### config.mk
export PLATFORM = sky130hd
export DESIGN_NAME = dual_issue_scheduler
export DESIGN_NICKNAME = d
export VERILOG_FILES = /design/src/rtl/core_pkg.sv /design/src/rtl/issue_classify.sv /design/src/rtl/dual_issue_scheduler.sv
export SDC_FILE = /design/constraint.sdc
export NUM_CORES = 1
export LEC_CHECK = 0
export CORE_ASPECT_RATIO = 1.2
export CORE_MARGIN = 1
export CORE_UTILIZATION = 30
export DETAILED_ROUTE_END_ITERATION = 10
export PLACE_DENSITY_LB_ADDON = 0.08
export SETUP_SLACK_MARGIN = 0.1
export SYNTH_ARGS = -nofsm -noshare
export SYNTH_HDL_FRONTEND = slang
export SYNTH_SLANG_ARGS = --single-unit
### constraint.sdc
create_clock -name clk -period 12.3 [get_ports clk]
set_input_delay 3.075 -clock clk [delete_from_list [all_inputs] [get_ports clk]]
set_output_delay 3.075 -clock clk [all_outputs]
set_load 0.02 [all_outputs]
### src/rtl/core_pkg.sv
// rtl/core_pkg.sv - ISA opcode/funct constants and shared helpers for the scheduler
package core_pkg;

  localparam logic [5:0] _RType = 6'h00;
  localparam logic [5:0] _lw    = 6'h23;
  localparam logic [5:0] _sw    = 6'h2b;
  localparam logic [5:0] _beq   = 6'h04;
  localparam logic [5:0] _bne   = 6'h05;
  localparam logic [5:0] _j     = 6'h02;
  localparam logic [5:0] _jal   = 6'h03;
  localparam logic [5:0] _addi  = 6'h08;
  localparam logic [5:0] _ori   = 6'h0d;
  localparam logic [5:0] _xori  = 6'h0e;
  localparam logic [5:0] _andi  = 6'h0c;
  localparam logic [5:0] _slti  = 6'h0a;
  localparam logic [5:0] _jr_   = 6'h08;

  localparam logic [4:0] REG_RA = 5'd31;

  function automatic logic src_hit(input logic use_rs, input logic [4:0] rs,
                                   input logic use_rt, input logic [4:0] rt,
                                   input logic [4:0] r);
    return (use_rs && (rs == r)) || (use_rt && (rt == r));
  endfunction

endpackage

### src/rtl/issue_classify.sv
// rtl/issue_classify.sv - decodes one instruction into the hazard attributes used for pairing
module issue_classify
  import core_pkg::*;
(
  input  logic [31:0] instr,
  output logic        is_mem,
  output logic        is_load,
  output logic        is_ctrl,
  output logic        has_dest,
  output logic [4:0]  dest,
  output logic        use_rs,
  output logic        use_rt,
  output logic [4:0]  rs,
  output logic [4:0]  rt
);

  logic [5:0] op;
  logic [5:0] funct;
  logic [4:0] dest_raw;
  logic       dest_en;
  logic       unused_shamt;

  assign op           = instr[31:26];
  assign funct        = instr[5:0];
  assign rs           = instr[25:21];
  assign rt           = instr[20:16];
  assign unused_shamt = ^instr[10:6];

  always_comb begin
    is_mem   = 1'b0;
    is_load  = 1'b0;
    is_ctrl  = 1'b0;
    dest_en  = 1'b0;
    dest_raw = 5'd0;
    use_rs   = 1'b0;
    use_rt   = 1'b0;
    case (op)
      _RType: begin
        use_rs = 1'b1;
        if (funct == _jr_) begin
          is_ctrl = 1'b1;
        end else begin
          use_rt   = 1'b1;
          dest_en  = 1'b1;
          dest_raw = instr[15:11];
        end
      end
      _lw: begin
        is_mem   = 1'b1;
        is_load  = 1'b1;
        use_rs   = 1'b1;
        dest_en  = 1'b1;
        dest_raw = rt;
      end
      _sw: begin
        is_mem = 1'b1;
        use_rs = 1'b1;
        use_rt = 1'b1;
      end
      _beq, _bne: begin
        is_ctrl = 1'b1;
        use_rs  = 1'b1;
        use_rt  = 1'b1;
      end
      _j: is_ctrl = 1'b1;
      _jal: begin
        is_ctrl  = 1'b1;
        dest_en  = 1'b1;
        dest_raw = REG_RA;
      end
      _addi, _ori, _xori, _andi, _slti: begin
        use_rs   = 1'b1;
        dest_en  = 1'b1;
        dest_raw = rt;
      end
      default: ;
    endcase
  end

  // $0 is never a real destination, so it cannot create RAW/WAW hazards
  assign has_dest = dest_en && (dest_raw != 5'd0);
  assign dest     = has_dest ? dest_raw : 5'd0;

endmodule

### src/rtl/dual_issue_scheduler.sv
// rtl/dual_issue_scheduler.sv - 4-entry pair queue issuing up to two in-order instructions per cycle
module dual_issue_scheduler
  import core_pkg::*;
#(
  parameter int DEPTH = 4,
  parameter int PTR_W = 2
) (
  input  logic             clk,
  input  logic             rst,
  input  logic             fetch_valid,
  input  logic [31:0]      fetch_instr0,
  input  logic [31:0]      fetch_instr1,
  input  logic [31:0]      fetch_pc,
  output logic             fetch_ready,
  input  logic             flush,
  input  logic             stall,
  output logic             issue0_valid,
  output logic [31:0]      issue0_instr,
  output logic [31:0]      issue0_pc,
  output logic             issue1_valid,
  output logic [31:0]      issue1_instr,
  output logic [31:0]      issue1_pc,
  output logic [PTR_W:0]   occupancy
);

  localparam int CNT_W = PTR_W + 1;

  logic [31:0]      instr_mem_q [DEPTH];
  logic [31:0]      instr_mem_d [DEPTH];
  logic [31:0]      pc_mem_q    [DEPTH];
  logic [31:0]      pc_mem_d    [DEPTH];
  logic [PTR_W-1:0] head_q, head_d, tail_q, tail_d, head1, tail1;
  logic [CNT_W-1:0] count_q, count_d, pops;
  logic             ld_valid_q, ld_valid_d;
  logic [4:0]       ld_reg_q, ld_reg_d;
  logic             push;

  logic       mem0, load0, ctrl0, hd0, urs0, urt0;
  logic       mem1, load1, ctrl1, hd1, urs1, urt1;
  logic [4:0] dest0, rs0, rt0, dest1, rs1, rt1;
  logic       lu0, lu1, pair_ok, unused_ctrl1;

  assign head1 = head_q + PTR_W'(1);
  assign tail1 = tail_q + PTR_W'(1);

  assign issue0_instr = instr_mem_q[head_q];
  assign issue0_pc    = pc_mem_q[head_q];
  assign issue1_instr = instr_mem_q[head1];
  assign issue1_pc    = pc_mem_q[head1];

  issue_classify u_cls0 (
    .instr(issue0_instr), .is_mem(mem0), .is_load(load0), .is_ctrl(ctrl0),
    .has_dest(hd0), .dest(dest0), .use_rs(urs0), .use_rt(urt0), .rs(rs0), .rt(rt0)
  );

  issue_classify u_cls1 (
    .instr(issue1_instr), .is_mem(mem1), .is_load(load1), .is_ctrl(ctrl1),
    .has_dest(hd1), .dest(dest1), .use_rs(urs1), .use_rt(urt1), .rs(rs1), .rt(rt1)
  );

  assign unused_ctrl1 = ctrl1;

  assign fetch_ready = (count_q <= CNT_W'(DEPTH - 2));
  assign occupancy   = count_q;
  assign push        = fetch_valid && fetch_ready && !flush;

  assign lu0 = ld_valid_q && src_hit(urs0, rs0, urt0, rt0, ld_reg_q);
  assign lu1 = ld_valid_q && src_hit(urs1, rs1, urt1, rt1, ld_reg_q);

  // A control instruction in lane 0 closes the group; lane 1 must be hazard-free against lane 0
  assign pair_ok = !(mem0 && mem1) && !ctrl0
                && !(hd0 && src_hit(urs1, rs1, urt1, rt1, dest0))
                && !(hd0 && hd1 && (dest0 == dest1));

  assign issue0_valid = (count_q >= CNT_W'(1)) && !stall && !flush && !lu0;
  assign issue1_valid = issue0_valid && (count_q >= CNT_W'(2)) && !flush && !lu1 && pair_ok;
  assign pops         = CNT_W'(issue0_valid) + CNT_W'(issue1_valid);

  always_comb begin
    head_d      = head_q;
    tail_d      = tail_q;
    count_d     = count_q;
    ld_valid_d  = ld_valid_q;
    ld_reg_d    = ld_reg_q;
    instr_mem_d = instr_mem_q;
    pc_mem_d    = pc_mem_q;
    if (flush) begin
      head_d     = '0;
      tail_d     = '0;
      count_d    = '0;
      ld_valid_d = 1'b0;
      ld_reg_d   = 5'd0;
    end else begin
      if (push) begin
        instr_mem_d[tail_q] = fetch_instr0;
        instr_mem_d[tail1]  = fetch_instr1;
        pc_mem_d[tail_q]    = fetch_pc;
        pc_mem_d[tail1]     = fetch_pc + 32'd4;
        tail_d              = tail_q + PTR_W'(2);
      end
      head_d  = head_q + PTR_W'(pops);
      count_d = count_q + (push ? CNT_W'(2) : CNT_W'(0)) - pops;
      if (!stall) begin
        // Track the youngest load of this group so its consumer waits one cycle
        if (issue1_valid && load1 && hd1) begin
          ld_valid_d = 1'b1;
          ld_reg_d   = dest1;
        end else if (issue0_valid && load0 && hd0 && !issue1_valid) begin
          ld_valid_d = 1'b1;
          ld_reg_d   = dest0;
        end else if (issue0_valid && load0 && hd0 && !(load1 && hd1)) begin
          ld_valid_d = 1'b1;
          ld_reg_d   = dest0;
        end else begin
          ld_valid_d = 1'b0;
          ld_reg_d   = 5'd0;
        end
      end
    end
  end

  always_ff @(posedge clk or posedge rst) begin
    if (rst) begin
      head_q     <= '0;
      tail_q     <= '0;
      count_q    <= '0;
      ld_valid_q <= 1'b0;
      ld_reg_q   <= 5'd0;
    end else begin
      head_q     <= head_d;
      tail_q     <= tail_d;
      count_q    <= count_d;
      ld_valid_q <= ld_valid_d;
      ld_reg_q   <= ld_reg_d;
    end
  end

  always_ff @(posedge clk) begin
    instr_mem_q <= instr_mem_d;
    pc_mem_q    <= pc_mem_d;
  end

endmodule

### Word-level counts from Yosys, hierarchy flattened

Index checks and enable logic that the tools add are counted.

| storage, ports and cells | value |
|---|---|
| register bits after elaboration | 269 |
| input port bits | 101 |
| output and inout bits | 134 |

| operators by class | value |
|---|---|
| equal/unequal tests | 31 |
| order comparisons | 9 |
| reduce and logical (&&, ||, !) cells | 65 |
| bitwise logic cells | 5 |
| muxes and demuxes | 55 |
| add/subtract/negate cells | 8 |

Operators with widths:

| cell | count |
|---|---|
| bitwise mux 128 bit | 4 |
| 2-to-1 mux 32 bit | 10 |
| binary-select mux 32 bit (select 2 bit) | 4 |
| demux 32 bit (select 2 bit) | 2 |
| == test 6 x 4 -> 1 bit (second input constant) | 12 |
| 2-to-1 mux 5 bit | 9 |
| == test 5 bit | 7 |
| logical AND 1 bit | 35 |
| adder 32 x 3 -> 32 bit (second input constant) | 1 |
| case mux 5 bit (3 select lines) | 2 |
| == test 6 x 3 -> 1 bit (second input constant) | 4 |
| == test 6 bit (second input constant) | 4 |
| OR reduction 10 bit | 2 |
| == test 6 x 2 -> 1 bit (second input constant) | 3 |
| 2-to-1 mux 1 bit | 14 |
| OR reduction 7 bit | 2 |
| greater-or-equal comparator 3 bit (second input constant) | 4 |
| logical NOT 6 bit | 2 |
| inverter 2 -> 3 bit | 4 |
| OR reduction 6 bit | 2 |
| logical NOT 1 bit | 10 |
| case mux 1 bit (2 select lines) | 5 |
| nonzero test 5 bit | 2 |
| 2-to-1 mux 2 bit | 4 |
| other kinds (19) | 25 |

### Longest topological paths before layout

Gate-level depths: netlist (run 1).

| logic depth | value |
|---|---|
| word-level depth | 24 |
| mapped depth | 22 |

### By module

A second synthesis (run 1) with hierarchy kept.

| second synthesis, totals | value |
|---|---|
| cells, all modules | 995 |
| area, all modules | 14597.8 um2 |

By module, submodules not included:

| module | times used | cells an instance | seq. area each (um2) | area each (um2) |
|---|---|---|---|---|
| dual_issue_scheduler | 1 | 902 | 7987.7 | 13932.1 |
| issue_classify (u_cls1) | 1 | 51 | 0.0 | 364.1 |
| issue_classify (u_cls0) | 1 | 42 | 0.0 | 301.5 |

### Worst setup path before layout (run 1)

No wires, ideal clock.

| timing | value |
|---|---|
| kind | input -> output |
| start | input flush |
| end | output issue1_valid |
| data required time | 9.225 ns |
| path slack | 4.852 ns |
| buffers on the path | 1 |
| stages on the path | 5 |
| arrival | 4.373 ns |
| path through | clkbuf_1 -> a211o_1 -> nor3_1 -> nand2_1 -> a21oi_1 |

| between the ends | value |
|---|---|
| longest elaborated chain between the ends | 7 |

Ends and longest elaborated chain:

| element | line | text |
|---|---|---|
| from (decl) | dual_issue_scheduler.sv:15 | `input logic flush,` |
| logical NOT 1 bit (*) | dual_issue_scheduler.sv:75, dual_issue_scheduler.sv:76 |  |
| logical AND 1 bit (2 in a row) | dual_issue_scheduler.sv:75 | `assign issue0_valid = (count_q >= CNT_W'(1)) && !stall && !flush && !lu0;` |
| logical AND 1 bit | dual_issue_scheduler.sv:76 | `assign issue1_valid = issue0_valid && (count_q >= CNT_W'(2)) && !flush && !lu1 && pair_ok;` |
| logical AND 1 bit (*) (3 in a row) | dual_issue_scheduler.sv:76 |  |
| to (decl) | dual_issue_scheduler.sv:20 | `output logic issue1_valid,` |

Mark *: on every way between the ends. The rest lies on a longest branch, timed or not.

### Worst setup path in the final report (run 1)

| timing | value |
|---|---|
| start | register head_q[0] |
| end | output issue1_valid |

| between the ends | value |
|---|---|
| longest elaborated chain between the ends | 18 |
| elaborated cells on any way between the ends | 103 |
| those cells by class | add/sub: 1; eq/ne: 30; mux: 24; bitwise: 2; reduce/logical: 46 |

Ends and longest elaborated chain:

| element | line | text |
|---|---|---|
| from (decl) | dual_issue_scheduler.sv:32 | `logic [PTR_W-1:0] head_q, head_d, tail_q, tail_d, head1, tail1;` |
| from (signal assigned) | dual_issue_scheduler.sv:124 | `head_q <= '0;` |
| from (signal assigned) | dual_issue_scheduler.sv:130 | `head_q <= head_d;` |
| branches (longest 17 deep; another with adder 2 x 1 -> 2 bit) | - |  |
| logical AND 1 bit (*) | dual_issue_scheduler.sv:76 |  |

Every way passes the cells marked *. The select of a mux whose other input is x is not followed.

==> results of run 1 <==
## cell type report
class	instances	area [um^2]	area share
inverter	20	75.1	0.00401
tap	630	788	0.0421
antenna	1	2.50	0.000134
timing repair buffer	249	2450	0.131
multi-input combinational	653	6260	0.334
clock buffer	44	920	0.0492
sequential	268	8000	0.428
clock inverter	18	215	0.0115
## flip-flops by register name, summed over array words and instances (netlist names)
name         count
instr_mem_q    128
pc_mem_q       128
ld_reg_q         5
occupancy        3
head_q           2
ld_valid_q       1
tail_q           1
## kinds of logic after synthesis
| family | after synthesis | share of synthesized area |
|---|---|---|
| muxes | 132 | 0.197 |
| buffers and inverters | 86 | 0.0278 |
| xor gates and xnor gates | 60 | 0.0359 |
| DFF | 268 | 0.546 |
| AOI/OAI and AO/OA | 68 | 0.0357 |
| adders and majority gates | 6 | 0.00565 |
| and+or+nand+nor | 387 | 0.152 |
## synthesized netlist by cell type (all sizes together) (2+ instances only)
library cell,number
xor2,41
and3,13
o21ai,10
mux2,2
inv,18
a22oi,6
nor2b,99
mux4,124
o211ai,3
nor3,6
nand4,5
clkbuf,44
a211oi,4
o21bai,3
dfrtp,12
a31oi,3
nor2,95
nor4,6
nor4b,3
mux2i,6
edfxtp,256
a21boi,2
ha,5
buf,22
or2,6
nand4b,2
and4b,3
clkinv,2
a221o,2
a211o,2
nand3,18
nand2,18
a21oi,19
xnor2,19
a21o,2
or3,4
and4,3
nand3b,2
o31ai,5
and2,102
## worst max-delay path, delay by kind of cell (launching register included)
kind,cells,cell delay (ns)
flip-flops,1,0.73
AND/OR/NAND/NOR,4,1.28
AO/OA/AOI/OAI,4,0.85
multiplexers,1,0.68
buffers and inverters,2,1.37
## power breakdown
| group | switching, W | internal, W | total, W |
|---|---|---|---|
| Sequential | 0.0000703 | 0.00115 | 0.00122 |
| Combinational | 0.000831 | 0.000672 | 0.00150 |
| Clock | 0.000400 | 0.000616 | 0.00102 |
## metrics by stage
step | hold WS [ns] | worst slack [ns] | util | cells
after floorplan | 0.502 | 4.85 | - | 1007
after CTS | 0.642 | 3.62 | 0.389 | 1882
after global routing | 0.667 | 3.42 | 0.389 | 1883
after global placement | 0.621 | 3.87 | 0.365 | 1820
after detailed placement | 0.617 | 3.85 | 0.365 | 1820
final | 0.639 | 3.72 | 0.389 | 1883
## routing by layer
| layer | routed length, um | up-vias | part of all wire | track usage |
|---|---|---|---|---|
| met3 | 3050 | 52 | 0.071 | 0.0530 |
| met2 | 21500 | 243 | 0.50 | 0.301 |
| met5 | 24 | - | 0.00056 | 0 |
| met1 | 17300 | 4835 | 0.40 | 0.209 |
| met4 | 910 | 4 | 0.021 | 0.0475 |
| li1 | - | 4259 | - | - |
## path summary, 6_finish.rpt
path                            depth (start not counted)  slack (ns)                endpoint
worst min register to register                          2        0.64  ld_valid_q$_DFFE_PP0P_
max in group asynchronous                               2        8.97   tail_q[1]$_DFFE_PP0N_
worst max register to register                         17        6.43  occupancy[2]$_DFF_PP0_
min in group asynchronous                               2        2.90  occupancy[0]$_DFF_PP0_
worst max-delay path                                   11        3.72            issue1_valid
worst min-delay path                                    2        0.64  ld_valid_q$_DFFE_PP0P_
==> flow_metrics.py, run 1 <==
metrics = {
    "run_status": {
        "outcome": "completed",
    },
    "floorplan": {
        "rows": 88,
        "die_width_um": 204,
        "die_height_um": 244,
        "die_area_um2": 49600,
        "core-area_um2": 48100,
        "initial_core_util": 0.304,
        "io-pin-count": 235,
    },
    "final_layout": {
        "final_nets": 1333,
        "num-fill-cells": 4547,
        "drive_above_1_share": 0.177,
        "postLayoutCellArea_um2": 18700,
        "areaGrowthSynthToFinish_pct": 28.0,
        "mostFrequentLayoutCells": "256 x edfxtp_1, 234 x clkdlybuf4s50_1, 123 x mux4_2, 102 x and2_1, 99 x nor2b_1",
        "mostFrequentLayoutCell": "edfxtp_1",
    },
    "logic_synthesis": {
        "ys_dominant_reg_cell": "edfxtp_1",
        "avgSynthCellArea_um2": 14.5,
        "ys_seq_elements": 268,
        "top_area_cells_in_the_synthesized_netlist": "edfxtp_1 53%, mux4_2 19%, and2_1 4.4%, nor2b_1 4.2%, xor2_1 2.5%",
        "netlist_instances": 1007,
        "yosysWarnings": 0,
        "synth-edff-count": 256,
        "mappedNetlistNets": 1114,
        "synth.cell_area_um2": 14600,
        "post-synth-top-area-cell": "edfxtp_1",
        "synth.yosys.seq_area_share": 0.546,
        "synth.top_cell.area_share": 0.526,
        "synth.distinct_cells": 69,
        "postSynth.asyncResetShare": 0.0448,
    },
    "power": {
        "pd_cells_nw_per_um2": 200,
        "vdd.ir_drop.worst_uv": 83.9,
        "total_leakage_power_nw": 6.12,
        "total_power_w": 0.00374,
    },
    "clocking": {
        "tritoncts": "built",
        "clock_path_buffers": 3,
        "clkLatencyLatePin_ns": 0.54,
        "cts.htree.levels": 2,
        "cts.hold.buffers_added": 0,
        "post_cts_repair_timing_setup_buffer_count": 0,
        "clock-root-buffer": "clkbuf_16",
        "cts_made_buffers": 34,
        "count_of_cells_resized_by_post_cts_repair": 0,
        "cts.sink_count": 268,
        "clk_pin_slew_ns": 0.06,
    },
    "place": {
        "post-dp-hpwl_mm": 28.6,
        "detailed_place.area_um2": 17600,
        "routabilityCongestion": 0.869,
        "count_of_input_and_output_buffers": 234,
    },
    "setup_path": {
        "worstSetupStartpointType": "flop",
        "crit_start": "head_q[0]$_DFF_PP0_",
        "cp_max_fanout": 53,
        "critical_path_arrival_ns": 5.51,
        "end_kind": "output port",
        "timing.rr.start": "head_q[0]$_DFF_PP0_",
        "worstPathCellList": "buf_4, mux4_2, or3_1, nor4b_4, a21oi_2, a211o_1, and4b_1, nand4_2, o211ai_1, a21oi_1, clkdlybuf4s50_1",
        "timing_worst_setup_path_type": "flop to output port",
        "crit_path_max_incr_delay_ns": 0.73,
        "worst_ep_required_time_ns": 9.22,
        "slowest_stage": "dfrtp_4",
    },
    "global_routing": {
        "grt_overflow": 0,
        "vias_in_the_first_global_route": 9899,
        "grt_use_total": 0.174,
        "grt_start_max_net_pins": 114,
        "wire_length_of_the_first_global_routing_pass_mm": 63.7,
        "antenna_found_initial": 3,
    },
    "route": {
        "detail_route.iter0.violations": 411,
        "vias_per_cell": 4.99,
        "dr_total_vias": 9393,
        "drcViolationCount": 0,
        "drt_pass1_iterations": 4,
        "routedWlPerCell_um": 22.7,
        "finalWirelength_mm": 42.8,
        "detail_route_antenna_nets": 0,
    },
    "worst_hold_path": {
        "min-delay-path-class": "flop to flop",
        "min-delay-start": "ld_valid_q$_DFFE_PP0P_",
    },
    "sta": {
        "grt_setup_unrepaired": "no",
        "finalCriticalPeriod_ns": 8.58,
        "fin_skew_ns": 0.0190,
        "timing.setup.tns_ns": 0,
        "fmax_ghz": 0.117,
        "relative_slew_slack": 0.241,
        "final_critical_path_share_of_the_clock_period": 0.698,
        "slew_violations": 0,
        "timing.final.setup_violations": 0,
        "timing_hold_violations_final": 0,
        "tightest_slew_ns": 1.14,
    },
    "flow_run": {
        "timing.max_cap.violations": 0,
    },
}
Power figures use the tool's default switching activity.
==> inputs of run 2 (changes only) <==
==> constraint.sdc (replaced) <==
create_clock -name clk -period 8.4 [get_ports clk]
set_input_delay 2.1 -clock clk [delete_from_list [all_inputs] [get_ports clk]]
set_output_delay 2.1 -clock clk [all_outputs]
set_load 0.02 [all_outputs]
==> run 2 against run 1 <==
Combinational power rose by 46%. Final cell count shrank 0.11%. Hold slack improved by 0.031 ns. Clock skew down 0.0066 ns. Clock power grew 42%. Count of clock-buffer cells in the layout increased by 3. Flip-flop and latch count unchanged. Utilization down 0.11 points.
==> flow_metrics.py, run 2 (synthesis results as in run 1) <==
metrics = {
    "run_status": {
        "outcome": "completed",
    },
    "final_layout": {
        "final_nets": 1332,
        "areaGrowthSynthToFinish_pct": 27.6,
        "sequential_cell_area_um2": 8000,
        "multi_input_comb_area_um2": 6260,
        "mostFrequentLayoutCells": "256 x edfxtp_1, 234 x clkdlybuf4s50_1, 123 x mux4_2, 102 x and2_1, 99 x nor2b_1",
        "mostFrequentLayoutCell": "edfxtp_1",
        "biggestRegsByFlops": "instr_mem_q x128, pc_mem_q x128, ld_reg_q x5",
        "num-fill-cells": 4575,
        "drive_above_1_share": 0.170,
        "final-instance-count-excl-fill": 1881,
    },
    "clocking": {
        "cts.sink_count": 268,
        "cts.hold.buffers_added": 0,
        "clk_pin_slew_ns": 0.06,
        "clock-root-buffer": "clkbuf_16",
        "post_cts_repair_timing_setup_buffer_count": 0,
        "count_of_cells_resized_by_post_cts_repair": 0,
        "cts_made_buffers": 36,
        "tritoncts": "built",
        "clock_path_buffers": 3,
        "clkLatencyLatePin_ns": 0.54,
        "cts.htree.levels": 2,
    },
    "route": {
        "dr_total_vias": 9399,
        "vias_per_cell": 5.00,
        "detail_route_antenna_nets": 0,
        "drcViolationCount": 0,
        "drt_pass1_iterations": 4,
        "routedWlPerCell_um": 22.9,
        "finalWirelength_mm": 43.0,
        "detail_route.iter0.violations": 443,
    },
    "setup_path": {
        "end_kind": "output port",
        "critPathTopFamily": "buffers and inverters",
        "crit_path_max_incr_delay_ns": 0.77,
        "cp_max_fanout": 55,
        "critical_path_arrival_ns": 5.02,
        "slowest_stage": "dfrtp_4",
        "worstSetupStartpointType": "flop",
        "path_depth": 11,
        "path_buf_inv": 2,
        "r2r_cells": 17,
        "worst_ep_required_time_ns": 6.30,
        "worstPathCellList": "buf_4, mux4_2, nor4b_4, a211oi_4, o21bai_1, o31ai_2, a21boi_2, nor3_1, nand2_1, a21oi_1, clkdlybuf4s50_1",
        "timing_worst_setup_path_type": "flop to output port",
    },
    "worst_hold_path": {
        "whs_path_depth": 2,
        "min-delay-path-class": "flop to flop",
    },
    "floorplan": {
        "rows": 88,
        "initial_core_util": 0.304,
        "io-pin-count": 235,
        "die_width_um": 204,
        "die_area_um2": 49600,
        "core-area_um2": 48100,
        "die_height_um": 244,
    },
    "power": {
        "pd_cells_nw_per_um2": 291,
        "total_leakage_power_nw": 6.08,
        "vdd.ir_drop.worst_uv": 131,
    },
    "sta": {
        "grt_setup_unrepaired": "no",
        "fmax_ghz": 0.140,
        "relative_slew_slack": 0.275,
        "finalCriticalPeriod_ns": 7.12,
        "tightest_slew_ns": 1.09,
        "timing.final.setup_violations": 0,
        "fin_skew_ns": 0.0124,
        "final_critical_path_share_of_the_clock_period": 0.848,
        "timing_hold_violations_final": 0,
        "timing.setup.tns_ns": 0,
        "slew_violations": 0,
    },
    "place": {
        "routabilityCongestion": 0.907,
        "numPlacedInstances": 1817,
        "count_of_input_and_output_buffers": 234,
        "post-dp-hpwl_mm": 29.3,
    },
    "flow_run": {
        "timing.max_cap.violations": 0,
    },
    "global_routing": {
        "grt_start_max_net_pins": 105,
        "wire_length_of_the_first_global_routing_pass_mm": 64.2,
        "grt_use_total": 0.175,
        "grt_overflow": 0,
        "antenna_found_initial": 3,
        "vias_in_the_first_global_route": 9904,
    },
}
## run 2: path summary, 6_finish.rpt
check / from / to / slack (ns)
worst min register to register: ld_valid_q$_DFFE_PP0P_ / ld_valid_q$_DFFE_PP0P_ / 0.67
min in group asynchronous: rst / ld_reg_q[0]$_DFFE_PP0P_ / 1.89
worst max register to register: head_q[0]$_DFF_PP0_ / occupancy[2]$_DFF_PP0_ / 3.07
max in group asynchronous: rst / head_q[0]$_DFF_PP0_ / 6.13
worst min-delay path: ld_valid_q$_DFFE_PP0P_ / ld_valid_q$_DFFE_PP0P_ / 0.67
worst max-delay path: head_q[0]$_DFF_PP0_ / issue1_valid / 1.28
## run 2: area by class of cell
type | count | share of cell area
inverters | 20 | 0.00402
diodes | 1 | 0.000134
clock inverters | 16 | 0.00697
repair buffers | 246 | 0.131
clock buffers | 47 | 0.0516
well taps | 630 | 0.0422
multi-input cells | 653 | 0.335
flip-flops and latches | 268 | 0.429
## run 2: metrics by stage
stage                      util  instance area, um^2  worst slack (ns)  power (W)  hold slack, ns
after floorplan               -                14600              2.51    0.00314           0.502
after global placement    0.365                17600              1.91    0.00405           0.661
after detailed placement  0.365                17600              1.79    0.00405           0.641
after CTS                 0.388                18700              1.20    0.00553           0.665
after global routing      0.388                18700             0.964    0.00571           0.683
final                     0.388                18700              1.28    0.00544           0.670
## run 2: per-layer routing
layer | track usage | part of all wire | vias up
li1 | - | - | 4258
met1 | 0.212 | 0.41 | 4792
met2 | 0.299 | 0.50 | 283
met3 | 0.0539 | 0.072 | 62
met4 | 0.0502 | 0.021 | 4
met5 | 0 | 0.00063 | -
## run 2: report_power, final
part	total [W]	internal (W)	switching (W)
Combinational	0.00219	0.000981	0.00121
Clock	0.00145	0.000867	0.000578
Sequential	0.00180	0.00168	0.000118
## run 2: tightest hold or removal path, cell delays in order, from the launching register on
cell and delay, ns:
dfrtp_1 0.46, a21oi_1 0.11, o31ai_2 0.07
